### src/rtl/block_beat_serdes.sv
// Bidirectional cache-line beat converter between the cache and the AXI master.
// FILL collects BEATS read beats into one block (LSB beat first); DRAIN emits a
// stored block as BEATS write beats (LSB beat first) with valid/ready and last.
// Optional feature macro: BLOCK_SERDES_ROTATE_EN -- DRAIN rotates the block
// instead of zero-filling it, so the line is intact after drain_done_o.
module block_beat_serdes #(
    parameter int unsigned AXI_DATA_WIDTH = 32,
    parameter int unsigned BLOCK_WIDTH    = 512
) (
    input  logic                      clk_i,
    input  logic                      arst_i,
    input  logic                      fill_start_i,
    input  logic                      drain_start_i,
    input  logic [BLOCK_WIDTH-1:0]    data_block_i,
    input  logic [AXI_DATA_WIDTH-1:0] rd_data_i,
    input  logic                      rd_valid_i,
    output logic                      rd_ready_o,
    output logic [AXI_DATA_WIDTH-1:0] wr_data_o,
    output logic                      wr_valid_o,
    input  logic                      wr_ready_i,
    output logic                      wr_last_o,
    output logic [BLOCK_WIDTH-1:0]    data_block_o,
    output logic                      busy_o,
    output logic                      fill_done_o,
    output logic                      drain_done_o
);

    localparam int unsigned BEATS = BLOCK_WIDTH / AXI_DATA_WIDTH;
    localparam int unsigned CNT_W = $clog2(BEATS);
    localparam logic [CNT_W-1:0] LastBeat = CNT_W'(BEATS - 1);

    // Reject width ratios that cannot be split into at least two whole beats.
    if ((BLOCK_WIDTH % AXI_DATA_WIDTH) != 0 || BEATS < 2) begin : gen_param_check
        $error("BLOCK_WIDTH must be an integer multiple (>= 2) of AXI_DATA_WIDTH");
    end

    typedef enum logic [1:0] {
        StIdle,
        StFill,
        StDrain
    } state_e;

    state_e                   state_q, state_d;
    logic [BLOCK_WIDTH-1:0]   block_q, block_d;
    logic [CNT_W-1:0]         cnt_q, cnt_d;
    logic                     fill_done_q, fill_done_d;
    logic                     drain_done_q, drain_done_d;
    logic [AXI_DATA_WIDTH-1:0] drain_refill;

    // Word shifted into the top of the block on each accepted write beat.
`ifdef BLOCK_SERDES_ROTATE_EN
    assign drain_refill = block_q[AXI_DATA_WIDTH-1:0];
`else
    assign drain_refill = '0;
`endif

    // State, block, beat counter and done pulses; async reset aborts any transfer.
    always_ff @(posedge clk_i or posedge arst_i) begin
        if (arst_i) begin
            state_q      <= StIdle;
            block_q      <= '0;
            cnt_q        <= '0;
            fill_done_q  <= 1'b0;
            drain_done_q <= 1'b0;
        end else begin
            state_q      <= state_d;
            block_q      <= block_d;
            cnt_q        <= cnt_d;
            fill_done_q  <= fill_done_d;
            drain_done_q <= drain_done_d;
        end
    end

    // Next-state logic: start decode in IDLE, shift/count on each beat handshake.
    always_comb begin
        state_d      = state_q;
        block_d      = block_q;
        cnt_d        = cnt_q;
        fill_done_d  = 1'b0;
        drain_done_d = 1'b0;
        unique case (state_q)
            StIdle: begin
                // Drain has priority when both starts arrive together.
                if (drain_start_i) begin
                    block_d = data_block_i;
                    cnt_d   = '0;
                    state_d = StDrain;
                end else if (fill_start_i) begin
                    cnt_d   = '0;
                    state_d = StFill;
                end
            end
            StFill: begin
                if (rd_valid_i) begin
                    block_d = {rd_data_i, block_q[BLOCK_WIDTH-1:AXI_DATA_WIDTH]};
                    if (cnt_q == LastBeat) begin
                        cnt_d       = '0;
                        state_d     = StIdle;
                        fill_done_d = 1'b1;
                    end else begin
                        cnt_d = cnt_q + CNT_W'(1);
                    end
                end
            end
            StDrain: begin
                if (wr_ready_i) begin
                    block_d = {drain_refill, block_q[BLOCK_WIDTH-1:AXI_DATA_WIDTH]};
                    if (cnt_q == LastBeat) begin
                        cnt_d        = '0;
                        state_d      = StIdle;
                        drain_done_d = 1'b1;
                    end else begin
                        cnt_d = cnt_q + CNT_W'(1);
                    end
                end
            end
            default: begin
                state_d = StIdle;
                cnt_d   = '0;
            end
        endcase
    end

    // Handshake and status outputs decoded from the current state.
    always_comb begin
        rd_ready_o = (state_q == StFill);
        wr_valid_o = (state_q == StDrain);
        wr_data_o  = (state_q == StDrain) ? block_q[AXI_DATA_WIDTH-1:0] : '0;
        wr_last_o  = (state_q == StDrain) && (cnt_q == LastBeat);
        busy_o     = (state_q != StIdle);
    end

    assign data_block_o = block_q;
    assign fill_done_o  = fill_done_q;
    assign drain_done_o = drain_done_q;

endmodule

### config.mk
export PLATFORM = sky130hd
export DESIGN_NAME = block_beat_serdes
export DESIGN_NICKNAME = d
export VERILOG_FILES = /design/src/rtl/block_beat_serdes.sv
export SDC_FILE = /design/constraint.sdc
export NUM_CORES = 1
export LEC_CHECK = 0
export BUFFER_PORTS_ARGS = -buffer_cell sky130_fd_sc_hd__buf_2
export CAP_MARGIN = 30
export CORE_AREA = 3 3 427 429
export DETAILED_ROUTE_END_ITERATION = 8
export DIE_AREA = 0 0 430 432
export SLEW_MARGIN = 40
export SYNTH_ARGS = -nofsm -noshare
export SYNTH_HDL_FRONTEND = slang
export SYNTH_SLANG_ARGS = --single-unit
### constraint.sdc
create_clock -name clk_i -period 16.2 [get_ports clk_i]
set_clock_uncertainty 0.15 [all_clocks]
set_input_delay 0.81 -clock clk_i [delete_from_list [all_inputs] [get_ports clk_i]]
set_output_delay 0.81 -clock clk_i [all_outputs]
set_load 0.02 [all_outputs]
### After elaboration in Yosys (flattened, before gate mapping)

Index checks and enable logic that the tools add are counted.

| storage, ports and cells | value |
|---|---|
| output and inout bits | 550 |
| bits of input ports | 550 |
| logic and storage cells | 41 |
| register bits after elaboration | 520 |

| cells by class | value |
|---|---|
| muxes and demuxes | 22 |
| equal/unequal tests | 7 |
| reduce and logical (&&, ||, !) cells | 6 |
| add/subtract/negate cells | 1 |

Operators by type and width:

| kind | number |
|---|---|
| 512-bit two-way mux | 3 |
| 512-bit one-hot mux with 3 select lines | 1 |
| 32-bit two-way mux | 1 |
| 4-bit two-way mux | 5 |
| 4-bit one-hot mux with 3 select lines | 1 |
| 2-bit two-way mux | 5 |
| 2-bit one-hot mux with 3 select lines | 1 |
| 1-bit two-way mux | 5 |
| 4-bit by 1-bit adder with 4-bit output, second input constant | 1 |
| 4-bit == test, second input constant | 1 |
| 2-bit != test, second input constant | 2 |
| 4-bit AND reduction | 1 |
| 3-bit != test, second input constant | 1 |
| 3-bit AND reduction | 1 |
| 3-bit nonzero test | 1 |
| 2-bit by 1-bit == test with 1-bit output, second input constant | 1 |
| 2-bit == test, second input constant | 1 |
| 2-bit zero test | 1 |
| 2-bit by 1-bit != test with 1-bit output, second input constant | 1 |
| 2-bit nonzero test | 1 |
| 1-bit logical AND | 1 |

### Longest topological paths before layout

Gate-level depths: netlist (run 1).

| logic depth | value |
|---|---|
| depth after elaboration | 4 |
| mapped depth | 10 |
| gate-level depth less buffers | 6 |

### Least setup slack after synthesis (run 1)

Ideal clock, no wire load.

| path | value |
|---|---|
| path type | flip-flop to output port |
| start | register state_q[0] |
| end | output wr_data_o[10] |
| data required time | 15240 ps |
| setup slack | 13938 ps |
| buffers on the path | 1 |
| cell stages (with the launch flop) | 5 |
| arrival | 1302 ps |
| path through | dfrtp_1 > inv_1 > ha_1 > clkbuf_1 > and2_1 |

| on the way | value |
|---|---|
| longest elaborated chain between the ends | 2 |

RTL lines:

| what | line | text |
|---|---|---|
| from (decl) | 43 | `state_e state_q, state_d;` |
| from (signal assigned) | 60 | `state_q <= StIdle;` |
| from (signal assigned) | 66 | `state_q <= state_d;` |
| 2-bit == test | -- |  |
| net wr_valid_o | 19 | `output logic wr_valid_o,` |
| 32-bit two-way mux | 128 | `wr_data_o = (state_q == StDrain) ? block_q[AXI_DATA_WIDTH-1:0] : '0;` |
| to (decl) | 18 | `output logic [AXI_DATA_WIDTH-1:0] wr_data_o,` |

The timed path passes the listed nets, and every way through them passes these cells.

### Final worst setup path (run 1)

| path | value |
|---|---|
| start | register state_q[0] |
| end | register block_q[162], in the netlist data_block_o[162] |

| on the way | value |
|---|---|
| longest elaborated chain between the ends | 3 |
| elaborated cells on any way between the ends | 9 |
| those cells by class | 5 x eq/ne; 1 x mux; 3 x reduce/logical |

RTL lines:

| what | line | text |
|---|---|---|
| 2-bit == test, or another cell as far along | 81 | `unique case (state_q)` |
| 2-bit by 1-bit != test with 1-bit output (no line), or another cell as far along | -- |  |
| 4-bit AND reduction (no line) | -- |  |
| to (signal assigned) | 67 | `block_q <= block_d;` |
| to (decl) | 44 | `logic [BLOCK_WIDTH-1:0] block_q, block_d;` |

Parallel ways exist; a longest one is shown, timed or not.
A chain may end at the register's enable or synchronous reset.

==> run_results.csv, run 1 <==
group,metric,value,unit
status,status,"complete, no violations",
critical_path,worst_setup_path_start_kind,"register",
timing,timing.hold.ws,105,ps
critical_path,r2r_start,"state_q[0]$_DFFE_PP0P_",
drt,vias_per_cell,4.17,
grt,track_usage,0.155,
critical_path,crit_type,"register to register",
synth,syn_area,22900,µm²
clock_network,cts_buffers,72,
die,die-area,186000,µm²
clock_network,clock_latency,690,ps
drt,routed_wl,151000,µm
grt,grt_pass1_vias,23264,
layout,drive_above_1_share,0.369,
synth,yosys_most_used_dff,"dfrtp_1",
critical_path,crit_buf_inv,6,
hold_path,hold_path_class,"input pin to asynchronous set/reset pin",
clock_network,postCtsSetupBuffers,0,
layout,final_cells,5776,
die,start_util,0.128,
critical_path,worstPathCellList,"inv_1 -> ha_1 -> inv_8 -> nor2_4 -> buf_4 -> buf_4 -> buf_4 -> a22oi_1 -> buf_4 -> a21oi_1",
clock_network,root_buffer,"clkbuf_16",
placed_design,dp_cells,5629,
die,rows,155,
drt,vias,24086,
grt,grt-ovfl-total,0,
clock_network,cts_htree_levels,3,
layout,utilization,0.186,
synth,synth.largest_area_cell,"dfrtp_1",
grt,grt_start_max_net_pins,116,
synth,yosysUniqueCellTypes,25,
timing,post-route-period-util,0.307,
critical_path,cp_common_cell,"buf_4",
timing,final_hold_viol_count,0,
synth,syn-num-nets,2919,
die,coreArea,179000,µm²
layout,syn2layout_area_growth,45.2,%
drt,postRouteAntennaNets,0,
synth,ys_ff_latch,520,
power_and_ir_drop,cellPowerDensity,296,nW/µm²
synth,synth-edff-count,0,
layout,finish.net_count,3904,
timing,fmax,201,MHz
drt,drc_errors,0,
clock_network,ctsHoldBuffers,0,
placed_design,postPlaceCellArea,30700,µm²
critical_path,worst_path_max_delay_cell,"buf_4",
clock_network,cts_buffer_depth,3,
timing,min_period,4980,ps
run,cap_violations,0,
die,ios,1100,
placed_design,dp_hpwl,120000,µm
synth,ys_top_cells_by_area,"dfrtp_1 57%, a22oi_1 17%, a21oi_1 11%",
synth,yosysMostFrequentCell,"dfrtp_1",
drt,drt_pass1_iterations,6,
placed_design,io_buffers,1099,
timing,rsz0062_at_grt,"false",
critical_path,cp-startpoint,"state_q[0]$_DFFE_PP0P_",
layout,fin_area,33300,µm²
critical_path,max_stage_delay,770,ps
synth,async_flop_share,1.00,
clock_network,cts_sinks,520,
synth,syn_area_per_cell,9.70,µm²
critical_path,required,16660,ps
synth,ys_top_cells_by_count,"520 x dfrtp_1, 518 x a21oi_1, 514 x nor2_1",
grt,grt_pass1_wl,200000,µm
die,die_h,432,µm
timing,drv_slew,0,
critical_path,critical_path.top_delay_family,"buffers and inverters",
synth,seq_area_frac_synth,0.567,
synth,synth_top_area_frac,0.567,
timing,tns,0,ps
clock_network,cts_tree,"yes",
drt,wl_per_cell,26.2,µm
clock_network,ctsResizeCount,0,
power_and_ir_drop,leakage,0.0147,µW
critical_path,cp_max_fo,93,
synth,synth_warnings,0,
timing,finalSetupViolations,0,
drt,drt_iter0_drc,2557,
placed_design,gp_congestion,0.996,
clock_network,path_clk_slew,60,ps
critical_path,crit_arrival,5440,ps
timing,slew_headroom,0.437,
grt,antenna_found_initial,37,
synth,synth_cells,2365,
timing,worst_slew_pin_slew,845,ps
critical_path,critPathCaptureType,"register",
power_and_ir_drop,vdd_drop_max,0.136,mV
die,die_w,430,µm
## layout by cell type, fill, tap and decap left out, drive strengths merged
cell,count
nor3b,1
nor2b,2
dfrtp,520
nand2,4
clkinvlp,2
bufinv,6
a22oi,507
and3,9
a21o,1
nor2,514
buf,1142
clkbuf,102
nand2b,2
o21ai,3
a211oi,1
clkinv,9
nand3,2
ha,4
diode,19
a21oi,518
nor4,2
inv,12
and2,34
mux2i,3
o41ai,1
or3,1
## metrics by stage
step / power [µW] / setup WS [ps]
CTS: 10000 / 11150
detailed placement: 8250 / 11150
finish: 9860 / 11220
global route: 10500 / 10860
floorplan: 5870 / 713
global placement: 8170 / 11200
## metal layers
metal	global-route usage	part of all wire	wire, µm	up-vias
met1	0.176	0.37	55900	12102
met4	0.0664	0.037	5560	20
li1	-	-	-	10600
met5	0	0.00077	116	-
met2	0.270	0.51	76900	1149
met3	0.0446	0.084	12600	215
## sequential cells by signal (all words and copies together) (netlist names)
name	flops
cnt_q	4
state_q	2
data_block_o	512
fill_done_o	1
drain_done_o	1
## layout make-up
type                            count  area (µm²)
Multi-Input combinational cell   1609        8810
Clock inverter                     24         389
Inverter                            5        33.8
Antenna cell                       19        47.5
Timing Repair Buffer             1142        5990
Sequential cell                   520       13000
Clock buffer                      102        2060
Fill cell                       20078      145000
Tap cell                         2355        2950
## cell families after synthesis
group,Yosys count,synth area share
buffers and inverters,236,0.0488
muxes,3,0.00131
DFF,520,0.567
adders and majority gates,4,0.00218
and+or+nand+nor,571,0.0992
AOI/OAI and AO/OA,1031,0.281
## path summary, 6_finish.rpt
kind	to	slack [ps]	cells past startpoint
setup / recovery	data_block_o[162]$_DFFE_PP0P_	11220	10
hold / removal	data_block_o[509]$_DFFE_PP0P_	110	2
setup reg to reg	data_block_o[162]$_DFFE_PP0P_	11220	10
hold reg to reg	cnt_q[1]$_DFFE_PP0P_	370	2
max in group asynchronous	data_block_o[125]$_DFFE_PP0P_	13870	4
min in group clk_i	fill_done_o$_DFF_PP0_	230	2
## power by group
| group | internal, µW | switching [µW] | total (µW) | leakage, µW |
|---|---|---|---|---|
| clock | 990 | 690 | 1680 | 0.00119 |
| combinational | 1570 | 3550 | 5120 | 0.00751 |
| sequential | 2030 | 1040 | 3060 | 0.00596 |
| total | 4590 | 5270 | 9860 | 0.0147 |
No activity file was read; power rests on OpenSTA's default activity.
==> run 2, diff against run 1 <==
--- a/config.mk
+++ b/config.mk
@@ -7,9 +7,9 @@
 export LEC_CHECK = 0
 export BUFFER_PORTS_ARGS = -buffer_cell sky130_fd_sc_hd__buf_2
 export CAP_MARGIN = 30
-export CORE_AREA = 3 3 427 429
+export CORE_AREA = 3 3 428 430
 export DETAILED_ROUTE_END_ITERATION = 8
-export DIE_AREA = 0 0 430 432
+export DIE_AREA = 0 0 431 433
 export SLEW_MARGIN = 40
 export SYNTH_ARGS = -nofsm -noshare
 export SYNTH_HDL_FRONTEND = slang
==> constraint.sdc (replaced) <==
create_clock -name clk_i -period 5 [get_ports clk_i]
set_clock_uncertainty 0.15 [all_clocks]
set_input_delay 0.25 -clock clk_i [delete_from_list [all_inputs] [get_ports clk_i]]
set_output_delay 0.25 -clock clk_i [all_outputs]
set_load 0.02 [all_outputs]
==> run_results.csv, run 2 (synthesized netlist as in run 1, its figures left out) <==
group,metric,value,unit
status,status,"complete, no violations",
hold_path,hold_path_class,"input pin to register",
critical_path,required,5440,ps
clock_network,cts_buffer_depth,3,
clock_network,root_buffer,"clkbuf_16",
layout,layout_commonest_cell,"buf_2",
critical_path,crit_type,"register to register",
critical_path,r2r_end,"data_block_o[247]$_DFFE_PP0P_",
placed_design,gp_congestion,1.00,
hold_path,hold_path_end,"data_block_o[324]$_DFFE_PP0P_",
timing,min_period,3230,ps
hold_path,hp-start,"data_block_i[324]",
layout,utilization,0.214,
die,rows,156,
timing,rsz0062_at_grt,"false",
grt,track_usage,0.155,
timing,post-route-period-util,0.647,
grt,grt_pass1_vias,25843,
timing,fmax,309,MHz
hold_path,hold_depth,4,
placed_design,dp_cells,5641,
power_and_ir_drop,power,32000,µW
critical_path,r2r_start,"state_q[1]$_DFFE_PP0P_",
clock_network,clock_latency,680,ps
die,coreArea,180000,µm²
placed_design,io_buffers,1099,
clock_network,cts_sinks,520,
timing,worst_slew_pin_slew,907,ps
die,die-area,187000,µm²
clock_network,ctsResizeCount,0,
clock_network,cts_tree,"yes",
layout,drive_above_1_share,0.315,
critical_path,critPathCaptureType,"register",
die,die_h,433,µm
layout,final_cells,6326,
critical_path,cp_max_fo,90,
timing,slew_headroom,0.395,
critical_path,regToRegSetupSlack,1770,ps
drt,routed_wl,153000,µm
layout,mostFrequentLayoutCells,"1099 x buf_2, 550 x dlygate4sd3_1, 520 x dfrtp_1, 518 x a21oi_1, 513 x nor2_1",
grt,antenna_found_initial,30,
clock_network,cts_htree_levels,3,
placed_design,dp_slack,1830,ps
drt,drt_iter0_drc,2638,
critical_path,worst_setup_path_start_kind,"register",
timing,final_hold_viol_count,0,
clock_network,path_clk_slew,60,ps
grt,grt-ovfl-total,0,
drt,vias,26460,
critical_path,r2r_cells,8,
timing,drv_slew,0,
critical_path,crit_arrival,3680,ps
power_and_ir_drop,cellPowerDensity,828,nW/µm²
die,start_util,0.127,
power_and_ir_drop,leakage,0.0168,µW
layout,finish.net_count,4445,
drt,vias_per_cell,4.18,
power_and_ir_drop,vdd_drop_max,0.595,mV
layout,syn2layout_area_growth,68.4,%
drt,wl_per_cell,24.1,µm
grt,grt_start_max_net_pins,162,
clock_network,cts_buffers,66,
clock_network,postCtsSetupBuffers,0,
timing,finalSetupViolations,0,
timing,setup_slack,1770,ps
placed_design,dp_hpwl,118000,µm
die,ios,1100,
drt,postRouteAntennaNets,0,
run,cap_violations,0,
layout,largest_reg_flops,512,
die,die_w,431,µm
drt,drt_pass1_iterations,6,
grt,grt_pass1_wl,204000,µm
drt,drc_errors,0,
run 2: cell types whose count changed in the layout (fill, tap and decap cells not counted), sizes merged:
cell / before / now
dlygate4sd3: 0 / 550
clkbuf: 102 / 87
clkinv: 9 / 15
buf: 1142 / 1139
bufinv: 6 / 4
inv: 12 / 10
clkinvlp: 2 / 3
run 2: timing repair:
item / in CTS / in global routing
hold endpoints to repair: 695 / 0
endpoints found under the setup margin: 0 / 0
hold buffers: 550 / 0
run 2: report_power, final:
part,switching [µW],internal [µW],total (µW)
clock network,2120,2760,4880
logic,11400,5570,16900
registers,3590,6560,10200
run 2: routing by layer:
metal | share of wire | track usage | vias to the layer above | routed length (µm)
met5 | 0.0019 | 0.00572 | - | 288
met4 | 0.041 | 0.0626 | 24 | 6220
met3 | 0.10 | 0.0578 | 303 | 15400
li1 | - | - | 11677 | -
met2 | 0.50 | 0.268 | 1435 | 76300
met1 | 0.36 | 0.170 | 13021 | 54300
run 2: worst max path at each step:
| stage | startpoint | end | slack (ps) | depth (start not counted) |
|---|---|---|---|---|
| after floorplan | arst_i | cnt_q[0]$_DFFE_PP0P_ | -2460 | 1 |
| after global placement | state_q[1]$_DFFE_PP0P_ | data_block_o[373]$_DFFE_PP0P_ | 1830 | 8 |
| after detailed placement | state_q[1]$_DFFE_PP0P_ | data_block_o[317]$_DFFE_PP0P_ | 1830 | 8 |
| after CTS | state_q[1]$_DFFE_PP0P_ | data_block_o[483]$_DFFE_PP0P_ | 1820 | 7 |
| after global routing | state_q[1]$_DFFE_PP0P_ | data_block_o[381]$_DFFE_PP0P_ | 1570 | 8 |
| final | state_q[1]$_DFFE_PP0P_ | data_block_o[247]$_DFFE_PP0P_ | 1770 | 8 |
run 2: cell type report:
| class | instances | area, µm² |
|---|---|---|
| fill | 19661 | 142000 |
| multi-input combinational | 1609 | 8810 |
| timing repair buffer | 1689 | 11600 |
| tap | 2370 | 2970 |
| clock buffer | 87 | 1790 |
| inverter | 5 | 30.0 |
| clock inverter | 27 | 340 |
| sequential | 520 | 13000 |
| antenna | 19 | 47.5 |
run 2: through the flow:
| stage | hold slack (ps) | setup TNS [ps] | instance area [µm²] |
|---|---|---|---|
| final | 283 | 0 | 38600 |
| after global routing | 239 | 0 | 38600 |
| after CTS | 181 | 0 | 38500 |
| after detailed placement | 135 | 0 | 30900 |
| after global placement | 323 | 0 | 30800 |
| after floorplan | 260 | -1281400 | 22900 |
run 2: critical path: stages, from the launching register on:
cell and delay, ps:
dfrtp_1 370, inv_1 90, ha_1 590, nand2b_1 170
a211oi_4 620, buf_12 350, buf_12 380, nor2_1 90
a21oi_1 150
